### src/rtl/gs_pkg.sv
// Shared definitions for the raw-sample frame packer.
// Holds the FSM state encoding, the default header sync byte and the
// widths of every header, payload and trailer field.
package gs_pkg;

    typedef enum logic [2:0] {
        IDLE     = 3'd0,
        HDR      = 3'd1,
        FETCH_HI = 3'd2,
        FETCH_LO = 3'd3,
        SEND     = 3'd4,
        TRL      = 3'd5
    } gs_state_e;

    localparam logic [7:0] GS_HDR_SYNC = 8'hA5;

    localparam int SYNC_W   = 8;
    localparam int SEL_W    = 8;
    localparam int SEQ_W    = 16;
    localparam int SAMPLE_W = 16;
    localparam int CNT_W    = 16;
    localparam int SUM_W    = 16;
    localparam int WORD_W   = 32;

endpackage

### src/rtl/gs_frame_sum.sv
// Per-frame sample count and 16-bit wrapping sample sum for the trailer.
// Latency: count/sum reflect an add or clear on the cycle after the strobe.
// Backpressure: none; the caller strobes add once per real captured sample.
module gs_frame_sum
    import gs_pkg::*;
(
    input  logic                clk,
    input  logic                rst_n,
    input  logic                clr,
    input  logic                add,
    input  logic [SAMPLE_W-1:0] sample,
    output logic [CNT_W-1:0]    count,
    output logic [SUM_W-1:0]    sum
);

    logic [CNT_W-1:0] count_q, count_d;
    logic [SUM_W-1:0] sum_q, sum_d;

    // Clear wins over add so a new frame always starts from zero.
    always_comb begin
        count_d = count_q;
        sum_d   = sum_q;
        if (clr) begin
            count_d = '0;
            sum_d   = '0;
        end else if (add) begin
            count_d = count_q + CNT_W'(1);
            sum_d   = sum_q + sample;
        end
    end

    // Accumulator registers.
    always_ff @(posedge clk or negedge rst_n) begin
        if (!rst_n) begin
            count_q <= '0;
            sum_q   <= '0;
        end else begin
            count_q <= count_d;
            sum_q   <= sum_d;
        end
    end

    assign count = count_q;
    assign sum   = sum_q;

endmodule

### src/rtl/gs_raw_packer.sv
// Packs 16-bit FIFO samples into 32-bit host frames: header, sample pairs, trailer.
// Latency: header valid one cycle after the FIFO goes non-empty; two read cycles per payload word.
// Backpressure: o32Data/oValid hold while iReady is low; no FIFO reads while a word waits.
module gs_raw_packer
    import gs_pkg::*;
#(
    parameter int                SAMPLES_PER_FRAME = 64,
    parameter logic [SYNC_W-1:0] HDR_SYNC          = GS_HDR_SYNC
) (
    input  logic                iClk,
    input  logic                iReset,
    input  logic                iEmpty,
    output logic                oRd_en,
    input  logic [SAMPLE_W-1:0] i16Data,
    input  logic [SEL_W-1:0]    i8SignSelec,
    input  logic                iFlush,
    output logic [WORD_W-1:0]   o32Data,
    output logic                oValid,
    input  logic                iReady,
    output logic                oBusy,
    output logic [SEQ_W-1:0]    o16FrameSeq
);

    localparam logic [CNT_W-1:0] FRAME_CNT = CNT_W'(SAMPLES_PER_FRAME);

    gs_state_e             state_q, state_d;
    logic [SEQ_W-1:0]      seq_q, seq_d;
    logic [SAMPLE_W-1:0]   hi_q, hi_d;
    logic [WORD_W-1:0]     data_q, data_d;
    logic                  valid_q, valid_d;
    logic                  pend_q, pend_d;
    logic                  flush_q, flush_d;

    logic                  xfer;
    logic                  in_fetch;
    logic                  flush_now;
    logic                  rd_en;
    logic                  sum_clr;
    logic                  sum_add;
    logic [CNT_W-1:0]      frm_count;
    logic [SUM_W-1:0]      frm_sum;

    gs_frame_sum u_sum (
        .clk    (iClk),
        .rst_n  (iReset),
        .clr    (sum_clr),
        .add    (sum_add),
        .sample (i16Data),
        .count  (frm_count),
        .sum    (frm_sum)
    );

    // Handshake and read-strobe decode; a pending flush blocks any new read.
    always_comb begin
        xfer      = valid_q & iReady;
        in_fetch  = (state_q == FETCH_HI) || (state_q == FETCH_LO);
        flush_now = flush_q | iFlush;
        rd_en     = in_fetch & ~pend_q & ~iEmpty & ~flush_now;
    end

    // Next-state logic; an outstanding read is always captured before a flush acts.
    always_comb begin
        state_d = state_q;
        case (state_q)
            IDLE:     if (!iEmpty) state_d = HDR;
            HDR:      if (xfer) state_d = FETCH_HI;
            FETCH_HI: begin
                if (pend_q)         state_d = FETCH_LO;
                else if (flush_now) state_d = TRL;
            end
            FETCH_LO: if (pend_q || flush_now) state_d = SEND;
            SEND:     if (xfer) state_d = (frm_count >= FRAME_CNT) ? TRL : FETCH_HI;
            TRL:      if (xfer) state_d = IDLE;
            default:  state_d = IDLE;
        endcase
    end

    // Output word, capture registers, flush flag and accumulator strobes.
    always_comb begin
        seq_d   = seq_q;
        hi_d    = hi_q;
        data_d  = data_q;
        valid_d = valid_q;
        pend_d  = rd_en;
        sum_clr = 1'b0;
        sum_add = 1'b0;

        // A flush seen while idle with nothing to send would open an empty frame; drop it.
        if (state_q == IDLE) flush_d = flush_q | (iFlush & ~iEmpty);
        else                 flush_d = flush_q | iFlush;
        // The flush is consumed by closing the frame; one arriving in TRL belongs to the next frame.
        if ((state_d == TRL) && (state_q != TRL)) flush_d = 1'b0;

        case (state_q)
            IDLE: begin
                if (!iEmpty) begin
                    data_d  = {HDR_SYNC, i8SignSelec, seq_q};
                    valid_d = 1'b1;
                    sum_clr = 1'b1;
                end
            end
            HDR: begin
                if (xfer) valid_d = 1'b0;
            end
            FETCH_HI: begin
                if (pend_q) begin
                    hi_d    = i16Data;
                    sum_add = 1'b1;
                end else if (flush_now) begin
                    data_d  = {frm_count, frm_sum};
                    valid_d = 1'b1;
                end
            end
            FETCH_LO: begin
                if (pend_q) begin
                    data_d  = {hi_q, i16Data};
                    valid_d = 1'b1;
                    sum_add = 1'b1;
                end else if (flush_now) begin
                    // Pad half is not a real sample: excluded from count and sum.
                    data_d  = {hi_q, {SAMPLE_W{1'b0}}};
                    valid_d = 1'b1;
                end
            end
            SEND: begin
                if (xfer) begin
                    if (frm_count >= FRAME_CNT) begin
                        data_d  = {frm_count, frm_sum};
                        valid_d = 1'b1;
                    end else begin
                        valid_d = 1'b0;
                    end
                end
            end
            TRL: begin
                if (xfer) begin
                    valid_d = 1'b0;
                    seq_d   = seq_q + SEQ_W'(1);
                end
            end
            default: valid_d = 1'b0;
        endcase
    end

    // State and datapath registers; reset abandons any frame and in-flight read.
    always_ff @(posedge iClk or negedge iReset) begin
        if (!iReset) begin
            state_q <= IDLE;
            seq_q   <= '0;
            hi_q    <= '0;
            data_q  <= '0;
            valid_q <= 1'b0;
            pend_q  <= 1'b0;
            flush_q <= 1'b0;
        end else begin
            state_q <= state_d;
            seq_q   <= seq_d;
            hi_q    <= hi_d;
            data_q  <= data_d;
            valid_q <= valid_d;
            pend_q  <= pend_d;
            flush_q <= flush_d;
        end
    end

    assign oRd_en      = rd_en;
    assign o32Data     = data_q;
    assign oValid      = valid_q;
    assign oBusy       = (state_q != IDLE);
    assign o16FrameSeq = seq_q;

endmodule

### config.mk
export PLATFORM = sky130hd
export DESIGN_NAME = gs_raw_packer
export DESIGN_NICKNAME = d
export VERILOG_FILES = /design/src/rtl/gs_pkg.sv /design/src/rtl/gs_frame_sum.sv /design/src/rtl/gs_raw_packer.sv
export SDC_FILE = /design/constraint.sdc
export NUM_CORES = 1
export LEC_CHECK = 0
export ABC_AREA = 1
export ABC_CLOCK_PERIOD_IN_PS = 1900
export CAP_MARGIN = 20
export CORE_AREA = 2 2 126 103
export DETAILED_ROUTE_END_ITERATION = 12
export DIE_AREA = 0 0 128 105
export PLACE_DENSITY = 0.75
export SLEW_MARGIN = 20
export SYNTH_ARGS = -nofsm -noshare
export SYNTH_HDL_FRONTEND = slang
export SYNTH_HIERARCHICAL = 1
export SYNTH_SLANG_ARGS = --single-unit
### constraint.sdc
create_clock -name iClk -period 1.9 [get_ports iClk]
set_clock_uncertainty 0.2 [all_clocks]
set_input_delay 0.475 -clock iClk [delete_from_list [all_inputs] [get_ports iClk]]
set_output_delay 0.475 -clock iClk [all_outputs]
set_load 0.1 [all_outputs]
# == Word level (Yosys, flattened, before mapping) ==
# Index checks and enable logic that the tools add are counted.
# classes
add_sub_neg,3
magnitude_cmp,1
eq_ne,14
muxes,35
n_bitwise,10
n_reduce_logical,13
# ops
op,count
$mux 32,7
$pmux 32 s4,1
$mux 16,4
$add 16x1->16 const B,2
$mux 3,8
$pmux 3 s6,1
$add 16x16->16,1
$ge 16x7->1 const B,1
$mux 1,13
$ne 2x2->1 const B,5
$eq 3x3->1 const B,3
$reduce_and 7->1,1
$eq 3x2->1 const B,2
$ne 3x3->1 const B,2
$and 1x1->1,5
$pmux 1 s5,1
$reduce_and 2->1,2
$reduce_and 4->1,1
$reduce_bool 4->1,1
$reduce_or 2->1,2
$eq 3x1->1 const B,1
$logic_not 3->1,1
$not 1->1,3
$reduce_bool 3->1,1
other kinds (5),7
# totals
regBits,102
out_inout_bits,51
word_cells,85

# == Longest topological paths before layout ==
# logic_depth
word_depth,7
mapped_depth,13
mapped_depth_nobuf,12

# == Cells and area by module ==
# The synthesis kept the hierarchy.
# modules_own_cells
mod,n_inst,cells_each,area_each_um2,seq_area_each_um2
gs_raw_packer,1,510,3696.0,1751.7
gs_frame_sum,1,344,2386.0,800.8

# == Least setup slack after synthesis ==
# Ideal clock, no wire load.
# synth_path
path_type,register to output
start,reg state_q[2]
end,out oRd_en
t_arrival_ns,2.756
required_ns,1.225
setup_slack_ns,-1.531
path_stages_with_launch,4
path_buffers,0
path_cell_list,dfrtp_1 -> inv_2 -> nand2_1 -> nor3_1
# synth_between
elab_chain_len,5
word_cells_on_any_way,6
cone_classes,eq/ne: 2; bitwise: 3; reduce/logical: 1
# synth_rtl
item,line,rtl
from (decl),gs_raw_packer.sv:26,"gs_state_e state_q, state_d;"
from (signal assigned),gs_raw_packer.sv:156,state_q <= state_d;
$eq 3x2->1,gs_raw_packer.sv:56,in_fetch = (state_q == FETCH_HI) || (state_q == FETCH_LO);
$logic_or 1x1->1 *,gs_raw_packer.sv:56,
$and 1x1->1 * (3 in a row),gs_raw_packer.sv:58,rd_en = in_fetch & ~pend_q & ~iEmpty & ~flush_now;
to (decl),gs_raw_packer.sv:13,"output logic oRd_en,"
# Every way passes the cells marked *; elsewhere a longest branch is shown, timed or not.

# == Worst setup path after layout ==
# layout_path
start,in iReady
end,reg seq_q[9] (netlist: o16FrameSeq[9])
# layout_between
elab_chain_len,2
# layout_rtl
item,line,rtl
from (decl),gs_raw_packer.sv:19,"input logic iReady,"
$and 1x1->1,gs_raw_packer.sv:55,xfer = valid_q & iReady;
$reduce_and 2->1 (no line),-,
to (signal assigned),gs_raw_packer.sv:157,seq_q <= seq_d;
to (decl),gs_raw_packer.sv:27,"logic [SEQ_W-1:0] seq_q, seq_d;"
# Every way passes these cells.
# A chain may end at the register's enable or synchronous reset.

==> impl_metrics.toml <==
[run_status]
outcome = "finished with violations"
violations = "negative setup slack"

[pwr]
power_switching_mw = 8.227
p_total_mw = 16.07
p_clk_share_pct = 12.4
power.density_mw_per_mm2 = 1541
pwr-share-comb_pct = 67.1
p_leak_nw = 5.243
switching_share_pct = 51.20
intPower_mw = 7.843
pwr-share-seq_pct = 20.5
vdd_ir_drop_max_uv = 1038

[logic_synthesis]
synth-simple-area-share_pct = 35.12
ys.warnings.count = 6
async_reset_ff_share_pct = 100.0
synth_top_family_by_area = "simple AND/OR/NAND/NOR gates"
synth_cell_type_count = 43
yosys.area_share.xor_xnor_pct = 2.304
synth_adder_area_share_pct = 3.826
ys_seq_area_share_pct = 41.97
synthMuxAreaShare_pct = 0
syn-cell-area_mm2 = 0.006082
synth_nets = 901
synthCells = 854
syn_area_per_cell_um2 = 7.122
synthFlopType = "dfrtp_1"
synth-edff-count = 0
synth_seq_cells = 102
synth-compound-area-share_pct = 8.578

[placed_design]
dp_cells = 1153
port_buffers = 79
place.gp.congestion = 0.9423
hpwl_um = 14110
pre_cts_ws_ns = -0.6041

[floorplanning]
fp-row-count = 36
core_area_mm2 = 0.01207
dieArea_mm2 = 0.01344
die_w_um = 128
die_height_um = 105
boundaryPins = 80
start_util_pct = 50.38

[grt]
overflow = 0
grt_pass1_wl_um = 35420
track_usage_pct = 34.40
grt_pass1_vias = 6640
antenna_found_initial = 0
grt_max_degree = 32

[timing]
rsz0062_at_grt = "true"
slew_headroom_pct = 66.81
hold_violations = 0
fin_crit_sh_pct = 118.1
fmax_mhz = 445.7
finalSetupTns_ns = -14.35
final.setup.worst_slack_ns = -0.3437
slew_viol_final = 0
fin_crit_ns = 2.244
tightest_slew_ns = 0.4978
setup_viol = 89

[route]
firstDrtPassIters = 9
wirelength_um = 29080
drt_iter0_drc = 1137
drtAntennaViolNets = 0
route.vias.total = 7778
post_drt_wl_per_cell_um = 23.80
post-route-drc-count = 0
viasPerCell = 6.365

[setup_path]
end_kind = "flip-flop"
critical_path.max_fanout = 4
r2r_cells = 10
worstPathArrival_ns = 2.29
cp-start-kind = "primary input"
critical_path_class = "in2reg"
crit_required_ns = 1.94

[cells_and_area]
antennaDiodeCount = 0
drive_gt1_share_pct = 42.80
layout_common_cells = "246 x nand2_1, 85 x buf_4, 85 x dfrtp_1, 84 x inv_1, 65 x buf_12"
fin_cells = 1222
layout.nets = 1112
layout_commonest_cell = "nand2_1"
area_delta_synth_final_pct = 71.47
fillers = 505

[worst_hold_path]
hp-class = "reg2reg"
holdPathStages = 2

[clocking]
cts-buffers-inserted = 9
root_buffer = "clkbuf_16"
cts_tree = "yes"
cts_buffer_depth = 2
cts.sinks = 102
htreeDepth = 3
path_clk_slew_ns = 0.07
clock_latency_ns = 0.37

[flow_run]
max_cap_viol_count = 0
Yosys cell counts (10+ instances only):
cell type / count / area share, %
xor2_1: 13 / 1.9
o21ai_0: 38 / 3.1
dfrtp_1: 102 / 42
ha_1: 17 / 3.5
nand3_1: 50 / 4.1
inv_1: 91 / 5.6
nand4_1: 10 / 1.0
nand2_1: 341 / 21
nor2_1: 58 / 3.6
buf_2: 10 / 0.82
a21oi_1: 29 / 2.4
nor3_1: 12 / 0.99
critical path, cell delays in order:
cell and delay, ns:
clkdlybuf4s50_1 0.49, nand2_1 0.12, buf_4 0.18, nor3_4 0.18, buf_6 0.15, nand4_1 0.29
nor3_1 0.30, nor2_1 0.09
registers in the layout (all words and copies together), names as in the netlist, 3 cells and up:
name,count
o32Data,32
o16FrameSeq,16
state_q,3
u_sum/count,16
u_sum/sum,16
hi_q,16
layout make-up:
class	count	area (µm²)	area share, %
Multi-Input combinational cell	630	4130	39.60
Sequential cell	102	2576	24.70
Timing Repair Buffer	221	2828	27.11
Tap cell	152	190.2	1.824
Inverter	101	399.1	3.827
Clock inverter	6	76.32	0.7319
Clock buffer	10	229.0	2.196
stage by stage:
stage,area (µm²),util (%),hold slack (ns)
final,10430,86.39,0.3155
after global routing,10430,86.39,0.3453
after CTS,9585,79.41,0.3025
after detailed placement,8283,68.62,0.2632
after global placement,8283,68.62,0.2579
after floorplan,6131,-,-0.02059
cell families (layout without fill, tap and decap cells):
kind of cell	count (synthesis)	count (layout)
flip-flops	102	102
XOR/XNOR	16	16
AND/OR/NAND/NOR	504	504
AO/OA/AOI/OAI	92	92
adder cells (fa/ha/maj)	18	18
buffers and inverters	122	338
power groups by stage:
stage / Sequential [mW] / Clock [mW] / Combinational, mW
2_1_floorplan: 5.44 / 0 / 2.06
3_3_place_gp: 3.17 / 0 / 7.26
3_5_place_dp: 3.19 / 0 / 7.35
4_1_cts: 3.17 / 1.94 / 9.27
5_1_grt: 3.31 / 2.07 / 11.0
6_report: 3.30 / 1.99 / 10.8
worst paths after layout:
path	start	endpoint	slack, ns
setup reg to reg	state_q[1]	o16FrameSeq[9]	-0.32
min in group asynchronous	iReset	o32Data[30]	0.41
hold reg to reg	hi_q[1]	hi_q[1]	0.32
hold / removal	hi_q[1]	hi_q[1]	0.32
max in group asynchronous	iReset	u_sum/sum[0]	0.53
setup / recovery	iReady	o16FrameSeq[9]	-0.34
repair_timing:
action,CTS,global route
pin swaps,37,80
buffers inserted,28,21
hold buffers,1,0
gates resized for setup,147,214
gates cloned,8,6
endpoints found under the hold margin,25,0
endpoints found under the setup margin,33,92
per-layer routing:
layer | GRT usage [%] | wire length (µm)
met1 | 47.52 | 10150
met2 | 54.62 | 12800
met3 | 7.527 | 3868
met4 | 9.812 | 2260
met5 | 0 | 0
Power figures use the tool's default switching activity.
